$ cat src/rtl/cfs_algn_ctrl_if.sv
// RX-pop / TX-push handshake bundle between the aligner controller and its FIFOs.
// master = controller side, slave = FIFO side.
interface cfs_algn_ctrl_if #(
    parameter int unsigned ALGN_DATA_WIDTH = 32
);
    localparam int unsigned DATA_BYTES        = ALGN_DATA_WIDTH / 8;
    localparam int unsigned ALGN_OFFSET_WIDTH = (ALGN_DATA_WIDTH <= 8) ? 1 : $clog2(DATA_BYTES);
    localparam int unsigned ALGN_SIZE_WIDTH   = $clog2(DATA_BYTES) + 1;
    localparam int unsigned FIFO_WIDTH        = ALGN_DATA_WIDTH + ALGN_OFFSET_WIDTH + ALGN_SIZE_WIDTH;

    logic                  pop_valid;
    logic [FIFO_WIDTH-1:0] pop_data;
    logic                  pop_ready;
    logic                  push_valid;
    logic [FIFO_WIDTH-1:0] push_data;
    logic                  push_ready;

    modport master (
        input  pop_valid, pop_data, push_ready,
        output pop_ready, push_valid, push_data
    );

    modport slave (
        output pop_valid, pop_data, push_ready,
        input  pop_ready, push_valid, push_data
    );
endinterface

$ cat src/rtl/cfs_algn_ctrl.sv
// Aligner controller: repacks unaligned RX beats into ctrl_size/ctrl_offset TX beats through a byte accumulator.
// Optional macro CFS_ALGN_CTRL_PARTIAL_FLUSH_EN: flush emits the residual bytes as one short final beat.
module cfs_algn_ctrl #(
    parameter  int unsigned ALGN_DATA_WIDTH   = 32,
    parameter  int unsigned ACC_BYTES         = 2 * ALGN_DATA_WIDTH / 8,
    localparam int unsigned DATA_BYTES        = ALGN_DATA_WIDTH / 8,
    localparam int unsigned ALGN_OFFSET_WIDTH = (ALGN_DATA_WIDTH <= 8) ? 1 : $clog2(DATA_BYTES),
    localparam int unsigned ALGN_SIZE_WIDTH   = $clog2(DATA_BYTES) + 1,
    localparam int unsigned ACC_CNT_WIDTH     = $clog2(ACC_BYTES + 1)
) (
    input  logic                         clk,
    input  logic                         reset,
    cfs_algn_ctrl_if.master              bus,
    input  logic [ALGN_OFFSET_WIDTH-1:0] ctrl_offset,
    input  logic [ALGN_SIZE_WIDTH-1:0]   ctrl_size,
    input  logic                         flush,
    output logic [ACC_CNT_WIDTH-1:0]     acc_count,
    output logic                         drop_pulse
);
    localparam int unsigned ACC_IDX_WIDTH = $clog2(ACC_BYTES);

    typedef struct packed {
        logic [ALGN_SIZE_WIDTH-1:0]   size;
        logic [ALGN_OFFSET_WIDTH-1:0] offset;
        logic [ALGN_DATA_WIDTH-1:0]   data;
    } beat_t;

    logic [7:0]               acc_q [ACC_BYTES];
    logic [7:0]               acc_d [ACC_BYTES];
    logic [ACC_CNT_WIDTH-1:0] acc_cnt_q, acc_cnt_d;
    logic                     push_valid_q, push_valid_d;
    beat_t                    push_data_q, push_data_d;
    logic                     drop_pulse_q, drop_pulse_d;
    logic                     flush_pending;

    beat_t       in_beat;
    logic [7:0]  in_bytes [DATA_BYTES];
    int unsigned in_size, in_off, c_size, c_off, cnt, rm_cnt, tail;
    logic        in_legal, ctrl_legal, space_ok, pop_fire, out_free, load, final_load;

    // Field decode and legality of the incoming beat and of the control setting
    always_comb begin
        in_beat    = bus.pop_data;
        in_size    = 32'(in_beat.size);
        in_off     = 32'(in_beat.offset);
        c_size     = 32'(ctrl_size);
        c_off      = 32'(ctrl_offset);
        cnt        = 32'(acc_cnt_q);
        in_legal   = (in_size != 0) && (in_off + in_size <= DATA_BYTES);
        ctrl_legal = (c_size != 0) && (c_off + c_size <= DATA_BYTES);
        space_ok   = (ACC_BYTES - cnt) >= DATA_BYTES;
        for (int unsigned k = 0; k < DATA_BYTES; k++) begin
            in_bytes[k] = in_beat.data[8*k +: 8];
        end
    end

    // Acceptance depends only on registered state plus reset/flush, never on pop_valid
    assign bus.pop_ready = !reset && !flush && !flush_pending && space_ok;
    assign pop_fire      = bus.pop_valid && bus.pop_ready;
    assign out_free      = !push_valid_q || bus.push_ready;

`ifdef CFS_ALGN_CTRL_PARTIAL_FLUSH_EN
    logic flush_pending_q, flush_pending_d;
    assign flush_pending = flush_pending_q;
`else
    assign flush_pending = 1'b0;
`endif

    // Next-state: head removal into the output register, tail append, flush
    always_comb begin
        acc_d        = acc_q;
        acc_cnt_d    = acc_cnt_q;
        push_valid_d = push_valid_q;
        push_data_d  = push_data_q;
        drop_pulse_d = pop_fire && !in_legal;
`ifdef CFS_ALGN_CTRL_PARTIAL_FLUSH_EN
        flush_pending_d = flush_pending_q;
        final_load      = out_free && flush_pending_q;
`else
        final_load      = 1'b0;
`endif
        load   = out_free && ctrl_legal && !flush_pending && (cnt >= c_size);
        rm_cnt = 0;

        if (load || final_load) begin
            rm_cnt             = load ? c_size : cnt;
            push_valid_d       = 1'b1;
            push_data_d.size   = ALGN_SIZE_WIDTH'(rm_cnt);
            push_data_d.offset = ctrl_offset;
            push_data_d.data   = '0;
            for (int unsigned j = 0; j < DATA_BYTES; j++) begin
                if ((j >= c_off) && ((j - c_off) < rm_cnt)) begin
                    push_data_d.data[8*j +: 8] = acc_q[ACC_IDX_WIDTH'(j - c_off)];
                end
            end
        end else if (bus.push_ready) begin
            push_valid_d = 1'b0;
        end

        // Removal works on pre-edge contents; a same-cycle pop lands after the shifted tail
        for (int unsigned i = 0; i < ACC_BYTES; i++) begin
            if (i + rm_cnt < ACC_BYTES) begin
                acc_d[ACC_IDX_WIDTH'(i)] = acc_q[ACC_IDX_WIDTH'(i + rm_cnt)];
            end else begin
                acc_d[ACC_IDX_WIDTH'(i)] = 8'h00;
            end
        end
        tail = cnt - rm_cnt;

        if (pop_fire && in_legal) begin
            for (int unsigned j = 0; j < DATA_BYTES; j++) begin
                if ((j < in_size) && (in_off + j < DATA_BYTES) && (tail + j < ACC_BYTES)) begin
                    acc_d[ACC_IDX_WIDTH'(tail + j)] = in_bytes[ALGN_OFFSET_WIDTH'(in_off + j)];
                end
            end
            acc_cnt_d = ACC_CNT_WIDTH'(tail + in_size);
        end else begin
            acc_cnt_d = ACC_CNT_WIDTH'(tail);
        end

        if (flush && !flush_pending) begin
`ifdef CFS_ALGN_CTRL_PARTIAL_FLUSH_EN
            if ((cnt != 0) && (cnt < c_size)) begin
                flush_pending_d = 1'b1;
            end else begin
                acc_cnt_d = '0;
            end
`else
            acc_cnt_d = '0;
`endif
        end

`ifdef CFS_ALGN_CTRL_PARTIAL_FLUSH_EN
        if (final_load) begin
            flush_pending_d = 1'b0;
        end
`endif
    end

    always_ff @(posedge clk or posedge reset) begin
        if (reset) begin
            for (int unsigned i = 0; i < ACC_BYTES; i++) begin
                acc_q[i] <= 8'h00;
            end
            acc_cnt_q    <= '0;
            push_valid_q <= 1'b0;
            push_data_q  <= '0;
            drop_pulse_q <= 1'b0;
        end else begin
            acc_q        <= acc_d;
            acc_cnt_q    <= acc_cnt_d;
            push_valid_q <= push_valid_d;
            push_data_q  <= push_data_d;
            drop_pulse_q <= drop_pulse_d;
        end
    end

`ifdef CFS_ALGN_CTRL_PARTIAL_FLUSH_EN
    always_ff @(posedge clk or posedge reset) begin
        if (reset) begin
            flush_pending_q <= 1'b0;
        end else begin
            flush_pending_q <= flush_pending_d;
        end
    end
`endif

    assign bus.push_valid = push_valid_q;
    assign bus.push_data  = push_data_q;
    assign acc_count      = acc_cnt_q;
    assign drop_pulse     = drop_pulse_q;

    // A handshake must always leave room for a full input beat
    ap_no_overflow: assert property (@(posedge clk) disable iff (reset)
        pop_fire |-> (32'(acc_cnt_q) + DATA_BYTES <= ACC_BYTES));

    ap_cnt_bound: assert property (@(posedge clk) disable iff (reset)
        32'(acc_cnt_q) <= ACC_BYTES);

endmodule
$ cat src/flat_wrapper.sv
// flat-port wrapper written by rule: the top's interface ports become plain ports
module cfs_algn_ctrl_flat 
#(
    parameter  int unsigned ALGN_DATA_WIDTH   = 32,
    parameter  int unsigned ACC_BYTES         = 2 * ALGN_DATA_WIDTH / 8,
    localparam int unsigned DATA_BYTES        = ALGN_DATA_WIDTH / 8,
    localparam int unsigned ALGN_OFFSET_WIDTH = (ALGN_DATA_WIDTH <= 8) ? 1 : $clog2(DATA_BYTES),
    localparam int unsigned ALGN_SIZE_WIDTH   = $clog2(DATA_BYTES) + 1,
    localparam int unsigned ACC_CNT_WIDTH     = $clog2(ACC_BYTES + 1)
)
  (clk, reset, ctrl_offset, ctrl_size, flush, acc_count, drop_pulse, bus_pop_valid, bus_pop_data, bus_push_ready, bus_pop_ready, bus_push_valid, bus_push_data);
  cfs_algn_ctrl_if #(.ALGN_DATA_WIDTH(ALGN_DATA_WIDTH)) bus_i ();
  input  logic clk;
  input  logic reset;
  input  logic [ALGN_OFFSET_WIDTH-1:0] ctrl_offset;
  input  logic [ALGN_SIZE_WIDTH-1:0] ctrl_size;
  input  logic flush;
  output logic [ACC_CNT_WIDTH-1:0] acc_count;
  output logic drop_pulse;
  input wire logic [$bits(bus_i.pop_valid)-1:0] bus_pop_valid;
  input wire logic [$bits(bus_i.pop_data)-1:0] bus_pop_data;
  input wire logic [$bits(bus_i.push_ready)-1:0] bus_push_ready;
  output wire logic [$bits(bus_i.pop_ready)-1:0] bus_pop_ready;
  output wire logic [$bits(bus_i.push_valid)-1:0] bus_push_valid;
  output wire logic [$bits(bus_i.push_data)-1:0] bus_push_data;
  assign bus_i.pop_valid = bus_pop_valid;
  assign bus_i.pop_data = bus_pop_data;
  assign bus_i.push_ready = bus_push_ready;
  assign bus_pop_ready = bus_i.pop_ready;
  assign bus_push_valid = bus_i.push_valid;
  assign bus_push_data = bus_i.push_data;
  cfs_algn_ctrl #(.ALGN_DATA_WIDTH(ALGN_DATA_WIDTH), .ACC_BYTES(ACC_BYTES)) u_core (.clk(clk), .reset(reset), .bus(bus_i), .ctrl_offset(ctrl_offset), .ctrl_size(ctrl_size), .flush(flush), .acc_count(acc_count), .drop_pulse(drop_pulse));
endmodule
$ cat config.mk
export PLATFORM = sky130hd
export DESIGN_NAME = cfs_algn_ctrl_flat
export DESIGN_NICKNAME = d
export VERILOG_FILES = /design/src/rtl/cfs_algn_ctrl_if.sv /design/src/rtl/cfs_algn_ctrl.sv /design/src/flat_wrapper.sv
export SDC_FILE = /design/constraint.sdc
export NUM_CORES = 1
export LEC_CHECK = 0
export CORE_UTILIZATION = 65
export CTS_CLUSTER_SIZE = 8
export DETAILED_ROUTE_END_ITERATION = 10
export HOLD_SLACK_MARGIN = 0.06
export PLACE_DENSITY_LB_ADDON = 0.3
export REMOVE_ABC_BUFFERS = 1
export SYNTH_ARGS = -nofsm -noshare
export SYNTH_HDL_FRONTEND = slang
export SYNTH_SLANG_ARGS = --single-unit
$ cat constraint.sdc
create_clock -name clk -period 11.6 [get_ports clk]
set_input_delay 3.48 -clock clk [delete_from_list [all_inputs] [get_ports clk]]
set_output_delay 3.48 -clock clk [all_outputs]
set_load 0.03 [all_outputs]
Yosys cells after proc, flatten, opt, wreduce, memory -nomap -nowiden
Cells that the tools add are included.
Widths: inputs -> output; s select.
Storage, ports and cells
  bits in registers: 107
  bits of input ports: 47
  output and inout port bits: 44
  word-level logic and storage cells: 231
Operators by class
  add/subtract/negate cells: 22
  magnitude comparators: 56
  muxes and demuxes: 86
  bitwise gates (word level): 20
  reduce and logical (&&, ||, !) cells: 33
Operator list (number)
  $mux 64: 8
  $lt 32x4->1 const B: 12
  $mux 8: 48
  $bmux 8 s3: 12
  $bwmux 64: 4
  $add 3x32->32 const A: 4
  $lt 32x32->1: 4
  $demux 8 s3: 4
  $lt 32x3->1 const B: 3
  $add 2x32->32 const A: 2
  $add 32x2->32 const B: 2
  $bmux 8 s2: 4
  $ge 4x4->1 const B: 16
  $le 32x3->1 const B: 2
  $not 3->4: 16
  $add 1x32->32 const A: 1
  $add 32x1->32 const B: 1
  $ge 32x3->1 const B: 1
  $logic_and 1x1->1: 25
  $lt 4x1->1 const B: 4
  $mux 4: 4
  $ge 3x3->1 const B: 4
  $not 2->3: 4
  $add 2x3->4: 2
  18 further kinds: 30

Depth between registers and ports, before layout
Gate-level depths: netlist of run 1.
  word-level depth: 25
  gate-level depth with buffers: 31
  gate-level depth less buffers: 24

Least setup slack after synthesis of run 1
Ideal clock, no wire load.
  path kind: input-to-reg
  from: in ctrl_size[1]
  to: reg u_core.acc_q[10] (netlist bit)
  setup time: 130 ps
  data arrival time: 10142 ps
  data required time: 11470 ps
  path slack: 1328 ps
  stages: 31
  path buffers: 8
  cells stage by stage: clkbuf_1 -> inv_1 -> fa_1 -> nor2b_1 -> o21ai_1 -> nor4_4 -> buf_4 -> buf_2 -> buf_4 -> buf_2 -> ha_1 -> inv_1 -> fa_1 -> nand3_1 -> and2_1 -> clkbuf_1 -> nand4_1 -> inv_1 -> ha_1 -> nand2_1 -> ha_1 -> or4bb_1 -> nor4b_1 -> and3b_1 -> buf_2 -> nor3b_4 -> nor3_1 -> or2_2 -> buf_2 -> o211ai_1 -> a21oi_1
RTL lines
  start, declared: RTL line flat_wrapper.sv:16  | input logic [ALGN_SIZE_WIDTH-1:0] ctrl_size;
  end signal, assigned by index: RTL line cfs_algn_ctrl.sv:143  | acc_q[i] <= 8'h00;
  end signal, assigned: RTL line cfs_algn_ctrl.sv:150  | acc_q <= acc_d;
  end, declared: RTL line cfs_algn_ctrl.sv:28  | logic [7:0] acc_q [ACC_BYTES];

==> results of run 1 <==
==> stage by stage <==
step / hold slack, ns / utilization / TNS (ns) / worst slack, ns / cells
final: 0.4804 / 0.7339 / 0 / 1.156 / 1696
after global routing: 0.5072 / 0.7337 / 0 / 0.6164 / 1695
after CTS: 0.4865 / 0.7337 / 0 / 1.427 / 1695
after detailed placement: 0.4692 / 0.7173 / 0 / 1.063 / 1679
after global placement: 0.4598 / 0.7173 / 0 / 1.291 / 1679
after floorplan: 0.6487 / - / -0.8970 / -0.07135 / 1326
==> power by group through the flow <==
stage	Clock (mW)	Combinational (mW)	Sequential (mW)
after floorplan	0	1.48	0.719
after detailed placement	0	2.19	0.704
after global routing	0.351	2.45	0.728
final	0.343	2.29	0.719
after CTS	0.338	2.21	0.698
after global placement	0	2.13	0.693
==> area by class of cell <==
type	count	area (um2)
Fill cell	1443	4995
Clock buffer	9	225.2
Timing Repair Buffer	119	1109
Multi-Input combinational cell	1177	9223
Sequential cell	107	2678
Tap cell	234	292.8
Clock inverter	7	83.83
Inverter	42	160.2
Antenna cell	1	2.502
==> metal layers <==
metal  wire (um)  global-route usage
met1       16520              0.6052
met2       19950              0.7118
met3        6931              0.1754
met4        1629              0.1758
met5           0                   0
==> sequential cells by signal, indices dropped and copies added, names as in the netlist <==
signal and cells:
u_core.acc_count 4, u_core.drop_pulse 1, u_core.bus.push_valid 1, u_core.acc_q 64
u_core.bus.push_data 37
==> cells by family (layout without fill, tap and decap cells) <==
kind of cell	after synthesis	in the layout
flops	107	107
other cells	1	2
mux	184	184
simple gates	478	478
buf+inv	137	177
xor+xnor	10	10
fa+ha+maj	61	61
compound gates	443	443
==> worst min-delay path, cell delays in order (launching register included) <==
cell	delay, ns
dfrtp_1	0.35
nand2_1	0.04
o21ai_0	0.06
==> cells in the final DEF (no fill, tap or decap), types with 10 or more instances in the layout <==
cell type and n:
mux2_2 23, mux4_2 86, a31oi_1 10, a21oi_1 64, and3_1 11, a211oi_1 12, dfrtp_1 107, a211o_1 11
a22o_1 33, nor3_1 30, o22ai_1 49, nor4_1 20, o211ai_1 31, mux2i_1 75, nor2_1 128, ha_1 57
buf_4 29, nand3_1 27, nand2_1 187, inv_1 36, a22oi_1 16, o221ai_1 16, nor2b_1 14, a221oi_1 39
o21ai_0 90, clkdlybuf4s50_1 88, or4_1 10
==> how the worst max path moves through the flow <==
stage / startpoint / to / slack (ns)
global placement: ctrl_offset[0] / u_core.acc_q[55]$_DFF_PP0_ / 1.29
global route: ctrl_offset[0] / u_core.acc_q[51]$_DFF_PP0_ / 0.62
floorplan: ctrl_offset[1] / u_core.acc_q[10]$_DFF_PP0_ / -0.07
CTS: ctrl_offset[0] / u_core.acc_q[49]$_DFF_PP0_ / 1.43
finish: ctrl_offset[0] / u_core.acc_q[51]$_DFF_PP0_ / 1.16
detailed placement: ctrl_offset[0] / u_core.acc_q[54]$_DFF_PP0_ / 1.06
==> summary.md, run 1 <==
| Metric | Value |
|---|---|
| Setup Skew | `0.006951 ns` |
| # Max-Cap Violations | `0` |
| Worst rel slew slack | `0.1720` |
| Post-CTS Hold Fix Bufs | `0` |
| Antenna violations before repair | `0` |
| RSZ-0062 raised after global routing | `no` |
| Crit path time final | `roughly 10 ns` |
| Die H | `140.4 um` |
| Vias after detailed routing | `about 13000` |
| Ratio of cells with drive above 1 in the final layout | `0.1232` |
| R2R depth | `22` |
| Rows | `50` |
| Synth Area in Adders | `0.06369` |
| Tcrit/Tclk final | `0.9003` |
| Clk sink count | `107` |
| Clk pin slew, worst setup/hold paths | `0.08 ns` |
| DRT antenna net count | `0` |
| Post-route cell area | `13770 um2` |
| Max VDD drop | `0.1363 mV` |
| Clock power frac | `0.102` |
| Total power | `3.353 mW` |
| Initial Utilization | `0.6636` |
| WP buf/inv | `4` |
| Clk root buf | `clkbuf_16` |
| Mapped Cells | `approximately 1400` |
| Total Routed Length | `45.03 mm` |
| Worst r2r src | `u_core.acc_count[2]$_DFF_PP0_` |
| Synth Register Bits | `107` |
| Lkg Pwr | `5.377 nW` |
| Stages on the worst setup path | `24` |
| Post-synth top cells | `187 x nand2_1, 128 x nor2_1, 107 x dfrtp_1, 90 x o21ai_0, 86 x mux4_2` |
| DR WL/cell | `~27 um` |
| Post-Syn Area | `12450 um2` |
| Sequential power share | `0.215` |
| XOR/XNOR Fraction of Synth Area | `0.009946` |
| CP delay by family, top | `simple AND/OR/NAND/NOR gates` |
| Post-synth EDFFs | `0` |
| Port Buffers | `90` |
| Max Slew Vio Count | `0` |
| Post-synthesis sequential area ratio | `0.2150` |
| Clock tree buffer depth | `2` |
| CTS buffer count | `9` |
| Placed Area | `13460 um2` |
| Vias in the first global route | `12640` |
| Worst setup SP type | `input port` |
| Die Wd | `140.4 um` |
| Routability cong. | `1.064` |
| Max H-tree Level | `3` |
| Area Growth Syn to Fin | `10.59%` |
| Async S/R FF share, synth | `1.000` |
| Largest net degree at the start of global routing | `63` |
| Yosys top cell by area | `dfrtp_1` |
| WHS Path Cells | `2` |
| Netlist cell types | `73` |
| Mean post-synth cell area | `8.765 um2` |
| CTS resizes | `0` |
| Combinational power share | `0.683` |
| Pwr Density | `~240 nW/um2` |
| Most frequent cell after synthesis | `nand2_1` |
| Hold path start | `u_core.bus.push_data[30]$_DFFE_PP0P_` |
| Final setup viols | `0` |
| Critical-path cell list | `buf_2 > ha_1 > inv_1 > fa_1 > nor2b_1 > o21ai_1 > nor4_4 > ha_1 > inv_1 > fa_1 > nand3_1 > and2_1 > buf_4 > and3_1 > nand2_1 > ha_1 > nor4bb_1 > nand2_1 > or4_1 > nor3b_1 > nand3_1 > nor2_1 > a221oi_1 > o21ai_0` |
| Crit end category | `register` |
| Reg2reg setup slack | `4.87 ns` |
| Crit path largest cell delay | `0.82 ns` |
| Mux contribution to synthesized area | `0.2366` |
| Largest family of logic cells by synthesized area | `compound AO/OA/AOI/OAI gates` |
| Status | `finished, final reports clean` |
| Crit path DAT | `10.74 ns` |
| Worst-Margin Slew | `between 1 and 1.5 ns` |
| Top cell type's share of synthesized area | `0.2150` |
| # DRC | `0` |
| Sw Ratio | `0.5293` |
| Net Sw Power | `around 1.8 mW` |
| Top cell by count, worst path | `ha_1` |
| Worst Path Required | `between 10 and 15 ns` |
| DP HPWL | `33.37 mm` |
| # nets final | `approximately 1600` |
| Simple-gate share of the synthesized area | `0.1817` |
| Global-route wire length before repair | `70.81 mm` |
| Post-CTS Setup Inserts | `0` |
| Worst r2r dst | `u_core.acc_q[51]$_DFF_PP0_` |
| Num ports | `91` |
| Min-delay worst type | `register to register` |
| DR vias/cell | `7.787` |
| Crit Path Max Fanout | `30` |
| Core region area | `between 15000 and 20000 um2` |
| Hold Vio Cnt, Final | `0` |
| FMAX | `around 96 MHz` |
| GRT overflow | `0` |
| Slowest CP cell | `nor3b_1` |
| Min-Delay Endpoint | `u_core.bus.push_data[30]$_DFFE_PP0P_` |
| Top FF cell, synth | `dfrtp_1` |
| Syn. warnings | `0` |
| Ranking of synthesized cells by area | `dfrtp_1 21%, mux4_2 16%, mux2i_1 6.0%` |
| Initial DRC count | `1921` |
| All-layer global routing usage | `0.4675` |
| Die area | `about 20000 um2` |
| Later-pin clock latency in the skew report | `between 0.3 and 0.4 ns` |
| Compound-cell area share of the yosys netlist | `0.2482` |
| Clock tree from TritonCTS | `done` |
| Pint | `roughly 1.6 mW` |
| Drt pass-1 iters | `7` |
| Class of the most critical setup path | `input port to register` |
Power figures use the tool's default switching activity.
==> run 2, diff against run 1 <==
Settings changed: CAP_MARGIN set to 20.
==> summary.md, run 2 (synthesis results as in run 1) <==
| Metric | Value |
|---|---|
| Crit path time final | `10.47 ns` |
| FMAX | `roughly 95 MHz` |
| DR WL/cell | `26.51 um` |
| Initial Utilization | `0.6636` |
| Utilization after layout | `0.7348` |
| Clk pin slew, worst setup/hold paths | `0.08 ns` |
| Drt pass-1 iters | `7` |
| Max VDD drop | `between 0.1 and 0.15 mV` |
| Core region area | `about 19000 um2` |
| Crit end category | `register` |
| # diodes | `0` |
| Largest Register | `u_core.acc_q` |
| Largest net degree at the start of global routing | `63` |
| Tcrit/Tclk final | `0.9029` |
| Pint | `around 1.6 mW` |
| Class of the most critical setup path | `input port to register` |
| Hold Vio Cnt, Final | `0` |
| Global-route wire length before repair | `70.81 mm` |
| Sequential power share | `0.215` |
| Later-pin clock latency in the skew report | `between 0.3 and 0.4 ns` |
| Final worst slack | `1.127 ns` |
| Total Routed Length | `45.01 mm` |
| Area Growth Syn to Fin | `10.73%` |
| Ratio of cells with drive above 1 in the final layout | `0.1250` |
| # Max-Cap Violations | `0` |
| GR peak layer | `met2` |
| GR met3 Demand/Resource | `0.1754` |
| Reg2reg setup slack | `4.88 ns` |
| Rows | `50` |
| RSZ-0062 raised after global routing | `no` |
| Cells after DPL | `~1700` |
| Num ports | `around 90` |
| CTS buffer count | `9` |
| End of the critical path | `u_core.acc_q[51]$_DFF_PP0_` |
| Max Slew Vio Count | `0` |
| Top cell by count, worst path | `ha_1` |
| Crit path largest cell delay | `0.82 ns` |
| Worst slack, placed | `1.063 ns` |
| Total power | `approximately 3.3 mW` |
| Commonest cells after routing, fill and taps aside | `187 x nand2_1, 128 x nor2_1, 107 x dfrtp_1, 90 x o21ai_0, 88 x clkdlybuf4s50_1` |
| Pwr Density | `242.8 nW/um2` |
| Clock tree from TritonCTS | `done` |
| Status | `finished, final reports clean` |
| DRT antenna net count | `0` |
| Routability cong. | `~1.1` |
| WP buf/inv | `4` |
| Critical path origin | `ctrl_offset[0]` |
| Antenna violations before repair | `0` |
| Net Sw Power | `between 1.5 and 2 mW` |
| Clk root buf | `clkbuf_16` |
| Crit path DAT | `roughly 11 ns` |
| Worst r2r dst | `u_core.acc_q[51]$_DFF_PP0_` |
| FF/Latch Area | `2678 um2` |
| Area of the multi-input gates | `9223 um2` |
| GR Util met2 | `0.7118` |
| Slowest CP cell | `nor3b_1` |
| Fillers | `around 1400` |
| Critical-path cell list | `buf_2 > ha_1 > inv_1 > fa_1 > nor2b_1 > o21ai_1 > nor4_4 > ha_1 > inv_1 > fa_1 > nand3_1 > and2_1 > buf_4 > and3_1 > nand2_1 > ha_1 > nor4bb_1 > nand2_1 > or4_1 > nor3b_1 > nand3_1 > nor2_1 > a221oi_1 > o21ai_0` |
| Most common cell after layout, fill and taps aside | `nand2_1` |
| Max H-tree Level | `3` |
| Die area | `19720 um2` |
| Max FFs per register | `64` |
| DR vias/cell | `just under 8` |
| Clk sink count | `about 110` |
| Min-delay worst type | `register to register` |
| All-layer global routing usage | `0.4675` |
| GRT overflow | `0` |
| Clock tree buffer depth | `2` |
| Worst r2r src | `u_core.acc_count[2]$_DFF_PP0_` |
| Worst rel slew slack | `0.2933` |
| Worst setup SP type | `input port` |
| Stages on the worst setup path | `24` |
| CTS resizes | `0` |
| # nets final | `between 1500 and 2000` |
| CP delay by family, top | `simple AND/OR/NAND/NOR gates` |
| Clock power frac | `0.102` |
| Sw Ratio | `0.5287` |
| R2R depth | `22` |
| Port Buffers | `90` |
| Setup Skew | `0.008211 ns` |
| Crit Path Max Fanout | `30` |
| Initial DRC count | `1980` |
| Combinational power share | `0.683` |
| Worst Path Required | `11.88 ns` |
| Placed Area | `~13000 um2` |
| Post-CTS Setup Inserts | `0` |
| Post-route cell area | `between 10000 and 15000 um2` |
| Final setup viols | `0` |
| Worst-Margin Slew | `1.049 ns` |
| Vias in the first global route | `12640` |
| GR Util met1 | `0.6052` |
| Post-CTS Hold Fix Bufs | `0` |
| Die Wd | `about 140 um` |
| Die H | `between 100 and 150 um` |
| Fin cells | `1698` |
| # DRC | `0` |
| Worst hold margin | `0.4803 ns` |
| DP HPWL | `33.37 mm` |
| Setup TNS | `0 ns` |
| Lkg Pwr | `5.393 nW` |
| Vias after detailed routing | `13220` |
-- run 2: worst min-delay path by stage --
stage | startpoint | end | slack [ns] | cells after the start
2_1_floorplan | u_core.acc_q[7]$_DFF_PP0_ | u_core.bus.push_data[15]$_DFFE_PP0P_ | 0.65 | 3
3_3_place_gp | u_core.bus.push_data[25]$_DFFE_PP0P_ | u_core.bus.push_data[25]$_DFFE_PP0P_ | 0.46 | 2
3_5_place_dp | u_core.bus.push_data[27]$_DFFE_PP0P_ | u_core.bus.push_data[27]$_DFFE_PP0P_ | 0.47 | 2
4_1_cts | u_core.bus.push_data[28]$_DFFE_PP0P_ | u_core.bus.push_data[28]$_DFFE_PP0P_ | 0.49 | 2
5_1_grt | u_core.bus.push_data[30]$_DFFE_PP0P_ | u_core.bus.push_data[30]$_DFFE_PP0P_ | 0.51 | 2
6_report | u_core.bus.push_data[30]$_DFFE_PP0P_ | u_core.bus.push_data[30]$_DFFE_PP0P_ | 0.48 | 2
-- run 2: power by group through the flow --
stage               logic (mW)  registers [mW]  clock network (mW)
floorplan                 1.48           0.719                   0
detailed placement        2.19           0.704                   0
CTS                       2.21           0.698               0.338
global route              2.45           0.728               0.351
finish                    2.29           0.719               0.341
global placement          2.13           0.693                   0
-- run 2: worst min-delay path, cell delays in order (launching register included) --
cell and delay, ns:
dfrtp_1 0.35, nand2_1 0.04, o21ai_0 0.06
-- run 2: area by class of cell --
type | instances | share of cell area
Inverter | 42 | 0.01161
Timing Repair Buffer | 122 | 0.08184
Sequential cell | 107 | 0.1942
Tap cell | 234 | 0.02123
Multi-Input combinational cell | 1177 | 0.6688
Clock inverter | 7 | 0.006079
Clock buffer | 9 | 0.01633
-- run 2: metal layers --
layer,vias to the layer above,share of wire
li1,5666,-
met4,0,0.035
met2,1161,0.45
met5,-,0
met3,209,0.15
met1,6179,0.37
